## src/rtl/verbus_arbiter_if.sv

```systemverilog
// Bundle of the two manager ports and the shared-memory port of the arbiter.
// The slave modport is the arbiter's view; master is the view of whoever drives managers and memory.
interface verbus_arbiter_if #(
  parameter int ADDRESS_WIDTH = 32
);
  logic                     m0_valid;
  logic [ADDRESS_WIDTH-1:0] m0_address;
  logic [3:0]               m0_wstrobe;
  logic [31:0]              m0_wdata;
  logic                     m0_ready;
  logic [31:0]              m0_rdata;

  logic                     m1_valid;
  logic [ADDRESS_WIDTH-1:0] m1_address;
  logic [3:0]               m1_wstrobe;
  logic [31:0]              m1_wdata;
  logic                     m1_ready;
  logic [31:0]              m1_rdata;

  logic                     s_valid;
  logic [ADDRESS_WIDTH-1:0] s_address;
  logic [3:0]               s_wstrobe;
  logic [31:0]              s_wdata;
  logic                     s_ready;
  logic [31:0]              s_rdata;

  modport slave (
    input  m0_valid, m0_address, m0_wstrobe, m0_wdata,
    input  m1_valid, m1_address, m1_wstrobe, m1_wdata,
    input  s_ready, s_rdata,
    output m0_ready, m0_rdata, m1_ready, m1_rdata,
    output s_valid, s_address, s_wstrobe, s_wdata
  );

  modport master (
    output m0_valid, m0_address, m0_wstrobe, m0_wdata,
    output m1_valid, m1_address, m1_wstrobe, m1_wdata,
    output s_ready, s_rdata,
    input  m0_ready, m0_rdata, m1_ready, m1_rdata,
    input  s_valid, s_address, s_wstrobe, s_wdata
  );
endinterface

```

## src/rtl/verbus_arbiter.sv

```systemverilog
// Two-manager arbiter for a single shared memory port: zero-latency request mux,
// lock on multi-cycle transfers, round-robin or fixed (m1) priority on contention.
module verbus_arbiter #(
  parameter int ADDRESS_WIDTH = 32,
  parameter bit ROUND_ROBIN   = 1'b1
) (
  input logic             clk,
  input logic             reset,
  verbus_arbiter_if.slave bus
);

  typedef enum logic [1:0] {
    IDLE = 2'd0,
    OWN0 = 2'd1,
    OWN1 = 2'd2
  } state_t;

  state_t state, state_nxt;
  logic   last_grant, last_grant_nxt;
  logic   gnt0, gnt1;
  logic   done0, done1;

  always_ff @(posedge clk or negedge reset) begin
    if (!reset) begin
      state      <= IDLE;
      last_grant <= 1'b1;
    end else begin
      state      <= state_nxt;
      last_grant <= last_grant_nxt;
    end
  end

  always_comb begin
    gnt0           = 1'b0;
    gnt1           = 1'b0;
    state_nxt      = state;
    last_grant_nxt = last_grant;
    bus.s_valid    = 1'b0;
    bus.s_address  = '0;
    bus.s_wstrobe  = 4'b0000;
    bus.s_wdata    = 32'h0;

    // Grant is suppressed while reset is held so nothing reaches memory.
    if (reset) begin
      case (state)
        OWN0:    gnt0 = 1'b1;
        OWN1:    gnt1 = 1'b1;
        default: begin
          if (bus.m0_valid && bus.m1_valid) begin
            if (ROUND_ROBIN) begin
              gnt0 = last_grant;
              gnt1 = !last_grant;
            end else begin
              gnt1 = 1'b1;
            end
          end else begin
            gnt0 = bus.m0_valid;
            gnt1 = bus.m1_valid;
          end
        end
      endcase
    end

    done0 = gnt0 && bus.m0_valid && bus.s_ready;
    done1 = gnt1 && bus.m1_valid && bus.s_ready;

    if (gnt0) begin
      bus.s_valid   = bus.m0_valid;
      bus.s_address = bus.m0_address;
      bus.s_wstrobe = bus.m0_wstrobe;
      bus.s_wdata   = bus.m0_wdata;
    end else if (gnt1) begin
      bus.s_valid   = bus.m1_valid;
      bus.s_address = bus.m1_address;
      bus.s_wstrobe = bus.m1_wstrobe;
      bus.s_wdata   = bus.m1_wdata;
    end

    if (done0) begin
      last_grant_nxt = 1'b0;
    end else if (done1) begin
      last_grant_nxt = 1'b1;
    end

    // A lock is released on completion or if the owner abandons its request.
    case (state)
      IDLE: begin
        if (gnt0 && !bus.s_ready) begin
          state_nxt = OWN0;
        end else if (gnt1 && !bus.s_ready) begin
          state_nxt = OWN1;
        end
      end
      OWN0: begin
        if (!bus.m0_valid || bus.s_ready) state_nxt = IDLE;
      end
      OWN1: begin
        if (!bus.m1_valid || bus.s_ready) state_nxt = IDLE;
      end
      default: state_nxt = IDLE;
    endcase
  end

  assign bus.m0_ready = gnt0 && bus.s_ready;
  assign bus.m1_ready = gnt1 && bus.s_ready;
  assign bus.m0_rdata = bus.s_rdata;
  assign bus.m1_rdata = bus.s_rdata;

endmodule

```

## src/flat_wrapper.sv

```systemverilog
// flat-port wrapper written by rule: the top's interface ports become plain ports
module verbus_arbiter_flat 
#(
  parameter int ADDRESS_WIDTH = 32,
  parameter bit ROUND_ROBIN   = 1'b1
)
  (clk, reset, bus_m0_valid, bus_m0_address, bus_m0_wstrobe, bus_m0_wdata, bus_m1_valid, bus_m1_address, bus_m1_wstrobe, bus_m1_wdata, bus_s_ready, bus_s_rdata, bus_m0_ready, bus_m0_rdata, bus_m1_ready, bus_m1_rdata, bus_s_valid, bus_s_address, bus_s_wstrobe, bus_s_wdata);
  verbus_arbiter_if #(.ADDRESS_WIDTH(ADDRESS_WIDTH)) bus_i ();
  input logic clk;
  input logic reset;
  input wire logic [$bits(bus_i.m0_valid)-1:0] bus_m0_valid;
  input wire logic [$bits(bus_i.m0_address)-1:0] bus_m0_address;
  input wire logic [$bits(bus_i.m0_wstrobe)-1:0] bus_m0_wstrobe;
  input wire logic [$bits(bus_i.m0_wdata)-1:0] bus_m0_wdata;
  input wire logic [$bits(bus_i.m1_valid)-1:0] bus_m1_valid;
  input wire logic [$bits(bus_i.m1_address)-1:0] bus_m1_address;
  input wire logic [$bits(bus_i.m1_wstrobe)-1:0] bus_m1_wstrobe;
  input wire logic [$bits(bus_i.m1_wdata)-1:0] bus_m1_wdata;
  input wire logic [$bits(bus_i.s_ready)-1:0] bus_s_ready;
  input wire logic [$bits(bus_i.s_rdata)-1:0] bus_s_rdata;
  output wire logic [$bits(bus_i.m0_ready)-1:0] bus_m0_ready;
  output wire logic [$bits(bus_i.m0_rdata)-1:0] bus_m0_rdata;
  output wire logic [$bits(bus_i.m1_ready)-1:0] bus_m1_ready;
  output wire logic [$bits(bus_i.m1_rdata)-1:0] bus_m1_rdata;
  output wire logic [$bits(bus_i.s_valid)-1:0] bus_s_valid;
  output wire logic [$bits(bus_i.s_address)-1:0] bus_s_address;
  output wire logic [$bits(bus_i.s_wstrobe)-1:0] bus_s_wstrobe;
  output wire logic [$bits(bus_i.s_wdata)-1:0] bus_s_wdata;
  assign bus_i.m0_valid = bus_m0_valid;
  assign bus_i.m0_address = bus_m0_address;
  assign bus_i.m0_wstrobe = bus_m0_wstrobe;
  assign bus_i.m0_wdata = bus_m0_wdata;
  assign bus_i.m1_valid = bus_m1_valid;
  assign bus_i.m1_address = bus_m1_address;
  assign bus_i.m1_wstrobe = bus_m1_wstrobe;
  assign bus_i.m1_wdata = bus_m1_wdata;
  assign bus_i.s_ready = bus_s_ready;
  assign bus_i.s_rdata = bus_s_rdata;
  assign bus_m0_ready = bus_i.m0_ready;
  assign bus_m0_rdata = bus_i.m0_rdata;
  assign bus_m1_ready = bus_i.m1_ready;
  assign bus_m1_rdata = bus_i.m1_rdata;
  assign bus_s_valid = bus_i.s_valid;
  assign bus_s_address = bus_i.s_address;
  assign bus_s_wstrobe = bus_i.s_wstrobe;
  assign bus_s_wdata = bus_i.s_wdata;
  verbus_arbiter #(.ADDRESS_WIDTH(ADDRESS_WIDTH), .ROUND_ROBIN(ROUND_ROBIN)) u_core (.clk(clk), .reset(reset), .bus(bus_i));
endmodule
```

## config.mk

```make
export PLATFORM = sky130hd
export DESIGN_NAME = verbus_arbiter_flat
export DESIGN_NICKNAME = d
export VERILOG_FILES = /design/src/rtl/verbus_arbiter_if.sv /design/src/rtl/verbus_arbiter.sv /design/src/flat_wrapper.sv
export SDC_FILE = /design/constraint.sdc
export NUM_CORES = 1
export LEC_CHECK = 0
export BUFFER_PORTS_ARGS = -buffer_cell sky130_fd_sc_hd__buf_4
export CORE_AREA = 2 2 120 122
export DETAILED_ROUTE_END_ITERATION = 6
export DIE_AREA = 0 0 122 124
export HOLD_SLACK_MARGIN = 0.02
export PLACE_DENSITY_LB_ADDON = 0.08
export SYNTH_ARGS = -nofsm -noshare
export SYNTH_HDL_FRONTEND = slang
export SYNTH_SLANG_ARGS = --single-unit
export TNS_END_PERCENT = 20
```

## constraint.sdc

```tcl
create_clock -name clk -period 2.1 [get_ports clk]
set_input_delay 0.21 -clock clk [delete_from_list [all_inputs] [get_ports clk]]
set_output_delay 0.21 -clock clk [all_outputs]
set_load 0.02 [all_outputs]
```

==> impl_table.tex <==
\begin{tabular}{lr}
\hline
Metric & Value \\
\hline
\multicolumn{2}{l}{\textbf{Synthesis}} \\
\quad Combinational family with the most area after synthesis & buffers and inverters \\
\quad Flip-flop and latch count after synthesis & 3 \\
\quad Mean instance size in the synthesized netlist & 5.80 µm² \\
\quad Proportion of netlist area held by the largest area contributor & $\sim$25\% \\
\quad Share of synthesized area spent on multiplexers & 0\% \\
\quad Fraction of registers with async set/reset & 100\% \\
\quad Ranking of synthesized cells by instance count & 73 x inv\_1, 70 x nand4\_1, 66 x o21ai\_0 \\
\quad Portion of the post-synthesis area used by sequential elements & 3.94\% \\
\quad Cells taking the most area after synthesis & buf\_4 25\%, nand4\_1 23\%, o21ai\_0 17\% \\
\quad Post-synthesis compound-gate area fraction & 22.1\% \\
\quad Library cells used by synthesis & 27 \\
\quad Main synth FF type & dfrtp\_1 \\
\quad Simple-Gate Fraction of Synth Area & 26.3\% \\
\quad Post-Syn Nets & 510 \\
\quad Most frequent cell after synthesis & inv\_1 \\
\quad Yosys Warn Count & 0 \\
\quad Post-Syn Instances & about 330 \\
\quad Parity-gate share of the synthesized area counting xor and xnor cells & 0\% \\
\quad Count of flip-flops with a built-in enable after synthesis & 0 \\
\quad Synthesized cell area & 0.00194 mm² \\
\quad Most area-hungry cell type in the Yosys netlist & buf\_4 \\
\quad Adder-cell area share of the yosys netlist & 1.94\% \\
\multicolumn{2}{l}{\textbf{Clocking}} \\
\quad Number of buffers inserted by hold repair at cts & 0 \\
\quad CTS tree & built \\
\quad Worst skew pair latency & 0.23 ns \\
\quad Inserted Clock Buffers & 3 \\
\quad Clock transition at path regs & 0.03 ns \\
\quad Clock root buffer master & clkbuf\_16 \\
\quad Level count of the clock H-tree & 1 \\
\quad Max clock buf depth & 2 \\
\quad Clock Sinks & 3 \\
\multicolumn{2}{l}{\textbf{Power}} \\
\quad Fraction of power consumed by sequential logic & around 2.4\% \\
\quad Power per cell area & 1170 mW/mm² \\
\quad Logic gate share of total power & 90.7\% \\
\quad Maximum vdd ir drop & 0.528 mV \\
\quad Tot Pwr & between 4 and 5 mW \\
\quad Internal Pwr Total & about 2.3 mW \\
\quad Power dissipated by switching net loads & between 2 and 2.5 mW \\
\quad Total leakage power & 2.04 nW \\
\quad Share of total power in the clock network & 6.9\% \\
\quad Switching portion of total power & 48.5\% \\
\multicolumn{2}{l}{\textbf{Floorplanning}} \\
\quad Placement row count & 43 \\
\quad Floorplan die area & 0.0151 mm² \\
\quad Top-level I/O count & 308 \\
\quad Total core area & approximately 0.014 mm² \\
\quad Initial standard-cell utilization of the core & about 14\% \\
\quad Die width & $\sim$120 µm \\
\quad Die Height & around 120 µm \\
\multicolumn{2}{l}{\textbf{Place}} \\
\quad Placed inst area & 0.00337 mm² \\
\quad Half-perimeter wire length of the detailed placement result & 6.94 mm \\
\quad Number of buffer cells added on primary ports & 211 \\
\quad Routability Congestion & between 0.7 and 0.8 \\
\quad Worst slack after detailed placement & between 0.06 and 0.07 ns \\
\multicolumn{2}{l}{\textbf{Setup path}} \\
\quad Number of cells on the critical path & 9 \\
\quad Slowest stage cell, crit path & dfrtp\_1 \\
\quad Crit path max-delay family & buffers and inverters \\
\quad Top cell by count, worst path & buf\_4 \\
\quad Critical path endpoint category & output pin \\
\quad Cell breakdown of the critical path & inv\_2, ha\_4, buf\_6, buf\_4, o21ai\_4, buf\_12, nand4\_1, o21ai\_1, buf\_4 \\
\quad Worst flop-to-flop path startpoint & u\_core.state[1] \\
\quad Worst R2R Path Depth & 10 \\
\quad Arr. time, crit path & 2.00 ns \\
\quad Maximum fanout count along the critical path & 28 \\
\quad Crit path from & u\_core.state[1] \\
\quad Total buffers and inverters traversed by the critical path & 5 \\
\quad Data required time of the critical path & about 1.9 ns \\
\quad Startpoint type of the worst setup path & flop \\
\quad Slowest Stage Delay on Critical Path & 0.37 ns \\
\quad Startpoint-to-endpoint class of the critical path & flop to output pin \\
\multicolumn{2}{l}{\textbf{STA}} \\
\quad Setup repair after global routing missed its margin & true \\
\quad Final min period & approximately 2.2 ns \\
\quad Slew HR & 80.0\% \\
\quad Number of max-slew violations in the final report & 0 \\
\quad Slew at the pin closest to its max-slew limit & 0.300 ns \\
\quad Layout Skew & between 0.002 and 0.003 ns \\
\quad Final setup vio count & 70 \\
\quad Final worst slack & -0.109 ns \\
\quad Number of hold violations in the final report & 0 \\
\quad Highest Clock Rate & 453 MHz \\
\quad Fraction of the cycle the final worst path needs & 105\% \\
\multicolumn{2}{l}{\textbf{Cells and area}} \\
\quad Summed area of non-filler cells in the final layout & 0.00384 mm² \\
\quad Fraction of final layout cells sized beyond drive strength 1 & 54.8\% \\
\quad Area taken by multi-input logic gates & 0.00105 mm² \\
\quad Post-layout util & 28.0\% \\
\quad Area added between synthesis and finish & 98.1\% \\
\quad Antenna diode count & 0 \\
\quad Final \#Nets & 664 \\
\quad Filler cells & between 1,000 and 1,500 \\
\quad Register Area & 76.3 µm² \\
\multicolumn{2}{l}{\textbf{Detailed routing}} \\
\quad Via-to-Cell Ratio & 4.20 \\
\quad Count of vias placed by the detailed router & 2,803 \\
\quad Total detailed-routing wirelength & around 9.7 mm \\
\quad DRC violation total after the first TritonRoute iteration & 75 \\
\quad Average routed wire per standard cell & 14.5 µm \\
\quad Iteration count of the initial detailed-routing pass & 4 \\
\quad Count of unresolved DRC violations after routing & 0 \\
\quad Antenna violation net count after detailed routing & 0 \\
\multicolumn{2}{l}{\textbf{GRT}} \\
\quad Wire length of the first global-routing pass & 14.1 mm \\
\quad Met2 demand-to-capacity share in global routing & between 20 and 25\% \\
\quad Global Route met1 Usage & 13.1\% \\
\quad Largest net degree at the start of global routing & 36 \\
\quad GR met3 Demand/Resource & approximately 2.3\% \\
\quad Global Route Usage Sum & 11.7\% \\
\quad Number of antenna violations at the first check in global routing & 0 \\
\quad Most congested layer reported by global routing & met2 \\
\quad Aggregate global routing overflow & 0 \\
\quad Vias in the first global route & 2,814 \\
\multicolumn{2}{l}{\textbf{Run}} \\
\quad Max-Cap Viols & 0 \\
\multicolumn{2}{l}{\textbf{Outcome}} \\
\quad Violated checks & setup timing \\
\quad Status & complete, but fails checks \\
\multicolumn{2}{l}{\textbf{Worst hold path}} \\
\quad Type of the tightest min-delay check & primary input to async pin \\
\hline
\end{tabular}
flip-flops by register name, summed over array words and instances (netlist names):
signal and cells:
u_core.last_grant 1, u_core.state 2
worst register-to-register path, stage by stage (launching register included):
cell and delay, ns:
dfrtp_1 0.37, inv_2 0.09, ha_4 0.21, o31a_4 0.28
buf_6 0.12, buf_8 0.12, buf_6 0.12, buf_8 0.13
buf_4 0.13, a41oi_1 0.17, o21ai_1 0.09
power by group through the flow:
stage | clock (mW) | combinational (mW) | sequential (mW)
detailed placement | 0 | 3.20 | 0.109
global route | 0.318 | 4.37 | 0.113
global placement | 0 | 3.24 | 0.110
finish | 0.310 | 4.09 | 0.110
CTS | 0.315 | 4.07 | 0.110
floorplan | 0 | 1.84 | 0.109
cells by family (layout without fill, tap and decap cells):
group / count (synthesis) / count (layout)
simple gates: 83 / 83
compound gates: 78 / 78
buf+inv: 167 / 320
fa+ha+maj: 3 / 3
flops: 3 / 3
cells in the final DEF (no fill, tap or decap):
cell type,count
bufbuf_16,1
dfrtp_1,2
nand2_2,1
nand4_1,70
and2_1,1
a311o_1,1
o31a_4,1
o21ai_4,1
o21ai_2,11
nor2_4,1
a22oi_1,1
buf_8,3
buf_16,5
buf_6,17
a41oi_1,2
ha_4,1
inv_1,71
nor2b_1,1
buf_12,8
nor2_1,3
nand3_1,1
nand2_1,1
nor3_1,1
nor4_1,1
dfstp_2,1
inv_2,2
buf_4,209
and3_1,1
ha_1,2
a21bo_2,1
clkbuf_16,3
o21ai_1,59
o311ai_1,1
nand2b_4,1
clkbuf_1,1
routing by layer:
metal  wire length [µm]  up-vias
met5                  0        -
met2               4960      141
li1                   -     1388
met1               3670     1248
met3                835       26
met4                231        0
path summary, 6_finish.rpt:
path,to,slack (ns)
min,u_core.last_grant,0.08
min in group clk,u_core.state[1],0.23
max reg2reg,u_core.state[1],0.14
min reg2reg,u_core.state[0],0.68
max in group asynchronous,u_core.state[1],1.81
max,bus_s_address[22],-0.11
layout make-up:
class | count | area share (%)
Multi-Input combinational cell | 164 | 27.3
Clock buffer | 4 | 2.05
Timing Repair Buffer | 243 | 55.6
Inverter | 73 | 7.14
Tap cell | 180 | 5.87
Sequential cell | 3 | 1.99
metrics by stage:
step,TNS [ns],hold slack [ns],instances
2_1_floorplan,-0.535,-0.0856,334
3_3_place_gp,0,0.334,650
3_5_place_dp,0,0.327,650
4_1_cts,-5.20,0.0893,666
5_1_grt,-11.49,0.101,667
6_report,-5.21,0.0813,667
timing repair:
action                                  CTS  global route
endpoints found under the setup margin   70            72
pin swaps                                46            30
gates resized for setup                 102             8
buffers inserted                          8             1
gates cloned                              5             0
Note: power is estimated with default switching activity, not from simulation.
